==> src/rtl/mmio_io_pkg.sv <==
// Shared constants and register-map helpers for the memory-mapped I/O controller.
// Offsets are relative to BASE_ADDR; the MASK offset is only decoded under MMIO_IO_IRQ_EN.
package mmio_io_pkg;

  // A 1 written to a STATUS bit clears it.
  localparam bit STATUS_W1C = 1'b1;

  function automatic int unsigned in_off(input int unsigned i);
    return i;
  endfunction

  function automatic int unsigned out_off(input int unsigned num_in, input int unsigned j);
    return num_in + j;
  endfunction

  function automatic int unsigned status_off(input int unsigned num_in,
                                             input int unsigned num_out);
    return num_in + num_out;
  endfunction

  function automatic int unsigned mask_off(input int unsigned num_in,
                                           input int unsigned num_out);
    return num_in + num_out + 1;
  endfunction

  // One spare bit so DEBOUNCE_CYCLES-1 always fits, including DEBOUNCE_CYCLES==1.
  function automatic int unsigned cnt_width(input int unsigned cycles);
    return int'($clog2(cycles)) + 1;
  endfunction

endpackage

==> src/rtl/mmio_debounce.sv <==
// One input channel: 2-flop synchroniser followed by a stable-count debouncer.
// changed pulses for the single cycle whose posedge loads a new debounced value.
module mmio_debounce
  import mmio_io_pkg::*;
#(
  parameter int unsigned WIDTH           = 16,
  parameter int unsigned DEBOUNCE_CYCLES = 1000000
) (
  input  logic             clock,
  input  logic             reset,
  input  logic [WIDTH-1:0] raw,
  output logic [WIDTH-1:0] deb,
  output logic             changed
);

  localparam int unsigned   CntW    = cnt_width(DEBOUNCE_CYCLES);
  localparam logic [CntW-1:0] CntLast = CntW'(DEBOUNCE_CYCLES - 1);

  logic [WIDTH-1:0] r_s1;
  logic [WIDTH-1:0] r_s2;
  logic [WIDTH-1:0] r_deb;
  logic [CntW-1:0]  r_cnt;
  logic             w_accept;

  assign w_accept = (r_s2 != r_deb) && (r_cnt == CntLast);

  always_ff @(posedge clock) begin
    if (!reset) begin
      r_s1  <= '0;
      r_s2  <= '0;
      r_deb <= '0;
      r_cnt <= '0;
    end else begin
      r_s1 <= raw;
      r_s2 <= r_s1;
      // Any return to the accepted value restarts the stability count.
      if (r_s2 == r_deb) begin
        r_cnt <= '0;
      end else if (w_accept) begin
        r_deb <= r_s2;
        r_cnt <= '0;
      end else begin
        r_cnt <= r_cnt + CntW'(1);
      end
    end
  end

  assign deb     = r_deb;
  assign changed = w_accept;

endmodule

==> src/rtl/mmio_io_ctrl.sv <==
// Memory-mapped switch/LED controller: debounced inputs, writable outputs, sticky W1C status.
// Optional MASK register and registered irq output when MMIO_IO_IRQ_EN is defined.
module mmio_io_ctrl
  import mmio_io_pkg::*;
#(
  parameter logic [31:0] BASE_ADDR       = 32'd4000,
  parameter int unsigned NUM_IN_CH       = 1,
  parameter int unsigned NUM_OUT_CH      = 1,
  parameter int unsigned IN_WIDTH        = 16,
  parameter int unsigned OUT_WIDTH       = 16,
  parameter int unsigned DEBOUNCE_CYCLES = 1000000
) (
  input  logic                             clock,
  input  logic                             reset,
  input  logic [31:0]                      addr,
  input  logic                             wren,
  input  logic [31:0]                      wdata,
  input  logic [NUM_IN_CH*IN_WIDTH-1:0]    sw_in,
  output logic [NUM_OUT_CH*OUT_WIDTH-1:0]  led_out,
`ifdef MMIO_IO_IRQ_EN
  output logic                             irq,
`endif
  output logic                             hit,
  output logic [31:0]                      rdata
);

  localparam int unsigned StatusOff = status_off(NUM_IN_CH, NUM_OUT_CH);
`ifdef MMIO_IO_IRQ_EN
  localparam int unsigned MaskOff   = mask_off(NUM_IN_CH, NUM_OUT_CH);
  localparam int unsigned LastOff   = MaskOff;
`else
  localparam int unsigned LastOff   = StatusOff;
`endif

  logic [31:0]           w_off;
  logic                  w_below;
  logic                  w_wr;
  logic [IN_WIDTH-1:0]   w_deb [NUM_IN_CH];
  logic [NUM_IN_CH-1:0]  w_changed;
  logic [NUM_IN_CH-1:0]  w_clr;
  logic [NUM_IN_CH-1:0]  w_status_d;
  logic [OUT_WIDTH-1:0]  r_out [NUM_OUT_CH];
  logic [NUM_IN_CH-1:0]  r_status;
  logic                  w_unused_wdata;

  assign w_unused_wdata = ^wdata;

  // Offset is only meaningful when addr >= BASE_ADDR, so the subtraction never wraps into a hit.
  assign w_below = (addr < BASE_ADDR);
  assign w_off   = addr - BASE_ADDR;
  assign hit     = !w_below && (w_off <= 32'(LastOff));
  assign w_wr    = wren && hit;

  for (genvar gi = 0; gi < NUM_IN_CH; gi++) begin : g_in
    mmio_debounce #(
      .WIDTH          (IN_WIDTH),
      .DEBOUNCE_CYCLES(DEBOUNCE_CYCLES)
    ) u_deb (
      .clock  (clock),
      .reset  (reset),
      .raw    (sw_in[gi*IN_WIDTH +: IN_WIDTH]),
      .deb    (w_deb[gi]),
      .changed(w_changed[gi])
    );
  end

  always_ff @(posedge clock) begin
    if (!reset) begin
      for (int j = 0; j < NUM_OUT_CH; j++) begin
        r_out[j] <= '0;
      end
    end else if (w_wr) begin
      for (int j = 0; j < NUM_OUT_CH; j++) begin
        if (w_off == 32'(out_off(NUM_IN_CH, j))) begin
          r_out[j] <= wdata[OUT_WIDTH-1:0];
        end
      end
    end
  end

  for (genvar gj = 0; gj < NUM_OUT_CH; gj++) begin : g_out
    assign led_out[gj*OUT_WIDTH +: OUT_WIDTH] = r_out[gj];
  end

  assign w_clr = wdata[NUM_IN_CH-1:0] & {NUM_IN_CH{STATUS_W1C}};

  // Clear first, then OR in new changes so a same-cycle set survives the W1C.
  always_comb begin
    w_status_d = r_status;
    if (w_wr && (w_off == 32'(StatusOff))) begin
      w_status_d = r_status & ~w_clr;
    end
    w_status_d = w_status_d | w_changed;
  end

  always_ff @(posedge clock) begin
    if (!reset) begin
      r_status <= '0;
    end else begin
      r_status <= w_status_d;
    end
  end

`ifdef MMIO_IO_IRQ_EN
  logic [NUM_IN_CH-1:0] r_mask;
  logic                 r_irq;

  always_ff @(posedge clock) begin
    if (!reset) begin
      r_mask <= '0;
      r_irq  <= 1'b0;
    end else begin
      if (w_wr && (w_off == 32'(MaskOff))) begin
        r_mask <= wdata[NUM_IN_CH-1:0];
      end
      r_irq <= |(r_status & r_mask);
    end
  end

  assign irq = r_irq;
`endif

  always_comb begin
    rdata = '0;
    if (hit) begin
      for (int i = 0; i < NUM_IN_CH; i++) begin
        if (w_off == 32'(in_off(i))) begin
          rdata = 32'(w_deb[i]);
        end
      end
      for (int j = 0; j < NUM_OUT_CH; j++) begin
        if (w_off == 32'(out_off(NUM_IN_CH, j))) begin
          rdata = 32'(r_out[j]);
        end
      end
      if (w_off == 32'(StatusOff)) begin
        rdata = 32'(r_status);
      end
`ifdef MMIO_IO_IRQ_EN
      if (w_off == 32'(MaskOff)) begin
        rdata = 32'(r_mask);
      end
`endif
    end
  end

endmodule

==> config.mk <==
export PLATFORM = sky130hd
export DESIGN_NAME = mmio_io_ctrl
export DESIGN_NICKNAME = d
export VERILOG_FILES = /design/src/rtl/mmio_io_pkg.sv /design/src/rtl/mmio_debounce.sv /design/src/rtl/mmio_io_ctrl.sv
export SDC_FILE = /design/constraint.sdc
export NUM_CORES = 1
export LEC_CHECK = 0
export BUFFER_PORTS_ARGS = -buffer_cell sky130_fd_sc_hd__buf_2
export CAP_MARGIN = 25
export CORE_MARGIN = 2
export CORE_UTILIZATION = 50
export CTS_CLUSTER_SIZE = 24
export DETAILED_ROUTE_END_ITERATION = 6
export PLACE_DENSITY = 0.79
export SLEW_MARGIN = 15
export SYNTH_ARGS = -nofsm -noshare
export SYNTH_HDL_FRONTEND = slang
export SYNTH_HIERARCHICAL = 1
export SYNTH_SLANG_ARGS = --single-unit
export TNS_END_PERCENT = 5
==> constraint.sdc <==
create_clock -name clock -period 5.1 [get_ports clock]
set_input_delay 0.51 -clock clock [delete_from_list [all_inputs] [get_ports clock]]
set_output_delay 0.51 -clock clock [all_outputs]
set_load 0.005 [all_outputs]
==> metrics.cfg <==
[synth]
synth_area_per_cell_um2=9.73
synth.ff_latch_count=86
synth.distinct_cells=50
synthMuxAreaShare_pct=8.02
synth_top_area_share_pct=34.0
post_synth_xor_area_fraction_pct=7.44
synth_top_family_by_area=simple AND/OR/NAND/NOR gates
asyncSetResetFlopFracSynth_pct=0
synthDominantAreaCellType=dfxtp_1
synthMostInstantiatedCell=dfxtp_1
dominantRegCellSynth=dfxtp_1
synth-edff-count=16
ys.warnings.count=6
syn_area_um2=4120
synthAdderAreaFrac_pct=0.608
syn_inst=423
compound_gate_portion_of_the_synthesized_area_pct=4.83
synth_common_cells=dfxtp_1 (70), nand2_1 (42), mux2i_1 (33)
post_synth_and_or_nand_nor_area_fraction_pct=25.9
synth_seq_area_share_pct=45.7
synth.top_cells.by_area=dfxtp_1 (34%), edfxtp_1 (12%), mux2i_1 (8.0%), xor2_1 (6.2%), and2_1 (4.9%)

[sta]
timing.final.setup_violations=0
final_period_minus_worst_setup_slack_ns=3.56
timing_max_transition_violations_final=0
worst-slew-pin-transition_ns=0.940
post_route_skew_ns=0.0143
totalNegativeSetupSlack_ns=0
maximum_clock_frequency_mhz=281
grt_setup_unrepaired=false
hold_ws_ns=0.351
hold_viol_final=0
slew_headroom_pct=37.4
part_of_the_cycle_the_worst_path_needs_pct=69.8

[floorplanning]
total_number_of_placement_rows=33
die_h_um=94.8
die-width_um=94.8
design.portCount=132
fp.dieArea_um2=8980
initial_core_util_pct=50.9
core_region_area_um2=8090

[pwr]
p_per_area_nw_per_um2=274
static_leakage_power_nw=2.12
vdd.ir_drop.worst_uv=253

[drt]
wl_um=8900
drtPass1Iterations=7
route.detailed.vias_per_inst=5.15
detail_route.wl_per_cell_um=14.2
drt_iter0_drc=169
antenna_left=0
drcViolationCount=0
vias_post_dr=3233

[place]
portBuffers=99
gpl.final_weighted_congestion=0.772
hpwlAfterDp_um=6470

[global_route]
grt_pass1_vias=3100
global_route.usage.met2_pct=34.4
grt_max_degree=69
global_route.usage.met1_pct=23.8
grt_pass1_wl_um=14000
grt_util_all_layers_pct=19.8
grt_antenna_before_repair=0
grt.met3_usage_pct=3.99
most_crowded_layer_gr=met2
globalRoute.totalOverflow=0

[final_layout]
antenna_cells=0
fin_nets=603
fraction_of_final_layout_cells_sized_beyond_drive_strength_1_pct=24.9
area_growth_pct=16.3

[clocking]
depth_of_the_cts_h_tree=3
tritoncts_num_sinks=86
tritoncts_clock_tree=done
post-cts-setup-buffer-count=0
clkTransAtPathRegs_ns=0.09
postCtsHoldBufs=0
clock_latency_late_sink_ns=0.36
postCtsResizedCells=0
cts-root-to-sink-buffers=2
cts.root.buffer_cell=clkbuf_8
numCtsBuffers=9

[critical_path]
path_class=in2out
worstPathRequired_ns=4.59
timing.critical_path.arrival_ns=3.05
critPathLaunchType=input port
worstSetupEndpointType=primary output
path_max_fanout=19

[status]
status=finished, final reports clean

[hold_path]
timing.hold.worst.class=in2reg

[flow_run]
cap_viol_max_count=0

==> metrics by stage <==
stage               utilization, %  setup WS (ns)  total power (W)  area [µm²]  std cells
global placement              56.4           1.40         0.000838        4570        610
global route                  59.2           1.32          0.00137        4790        628
finish                        59.2           1.54          0.00131        4790        628
CTS                           59.0           1.55          0.00132        4770        626
floorplan                        -           1.15         0.000803        4170        438
detailed placement            56.4           1.29         0.000842        4570        610
==> area by class of cell <==
class	count	area [µm²]
fill	725	3300
tap	105	131
inverter	12	45.0
clock inverter	7	80.1
sequential	86	1880
timing repair buffer	104	534
multi-input combinational	305	1990
clock buffer	9	124
==> placed cells by master (no fill, tap or decap), drive strengths merged, types with 2 or more instances in the layout <==
master and n:
and3 20, a31o 2, a2111oi 2, edfxtp 16, or4 5, nor2b 16
and2 33, xor2 29, nand3 15, ha 2, nand4 8, o21ai 4
nor3 7, o31ai 2, buf 103, nor4b 4, clkinv 2, xnor2 6
clkbuf 10, dfxtp 70, nor2 29, conb 16, nand2 42, a311o 2
inv 16, mux2i 33, o211ai 4, nor4 11
==> path summary, 6_finish.rpt <==
| kind | slack [ns] | cells after the start | from | end |
|---|---|---|---|---|
| max | 1.54 | 9 | addr[14] | rdata[14] |
| min | 0.35 | 2 | sw_in[3] | g_in[0].u_deb/r_s1[3] |
| max reg2reg | 2.71 | 7 | g_in[0].u_deb/deb[15] | r_status |
| min reg2reg | 0.43 | 1 | g_in[0].u_deb/r_s1[14] | g_in[0].u_deb/r_s2[14] |
==> cells by family (layout without fill, tap and decap cells) <==
group	after synthesis	count (layout)
other	1	16
adder cells (fa/ha/maj)	2	2
multiplexers	33	33
AND/OR/NAND/NOR	195	195
buffers and inverters	47	132
XOR/XNOR	35	35
AO/OA/AOI/OAI	24	24
flip-flops	86	86
==> where the power goes <==
part | internal (W) | leakage, nW | switching [W]
Combinational | 0.0000471 | 1.29 | 0.0000589
Clock | 0.000233 | 0.105 | 0.000251
Sequential | 0.000711 | 0.723 | 0.0000108
Total | 0.000992 | 2.12 | 0.000321
==> state kept, by name, summed over array words and instances (netlist names) <==
name,flops
g_in.u_deb/r_cnt,21
r_out,16
g_in.u_deb/r_s2,16
g_in.u_deb/r_s1,16
r_status,1
g_in.u_deb/deb,16
==> critical path, stage by stage <==
cell	delay (ns)
buf_2	0.11
or4_4	0.55
a311o_1	0.37
or3_1	0.36
a31o_1	0.26
nor4_4	0.32
buf_4	0.25
nor2b_1	0.17
buf_2	0.13
==> metal layers <==
metal	vias to the layer above	part of all wire [%]
li1	1621	-
met1	1484	42
met2	108	48
met3	20	6.9
met4	0	2.4
met5	-	0
Note: power is estimated with default switching activity, not from simulation.
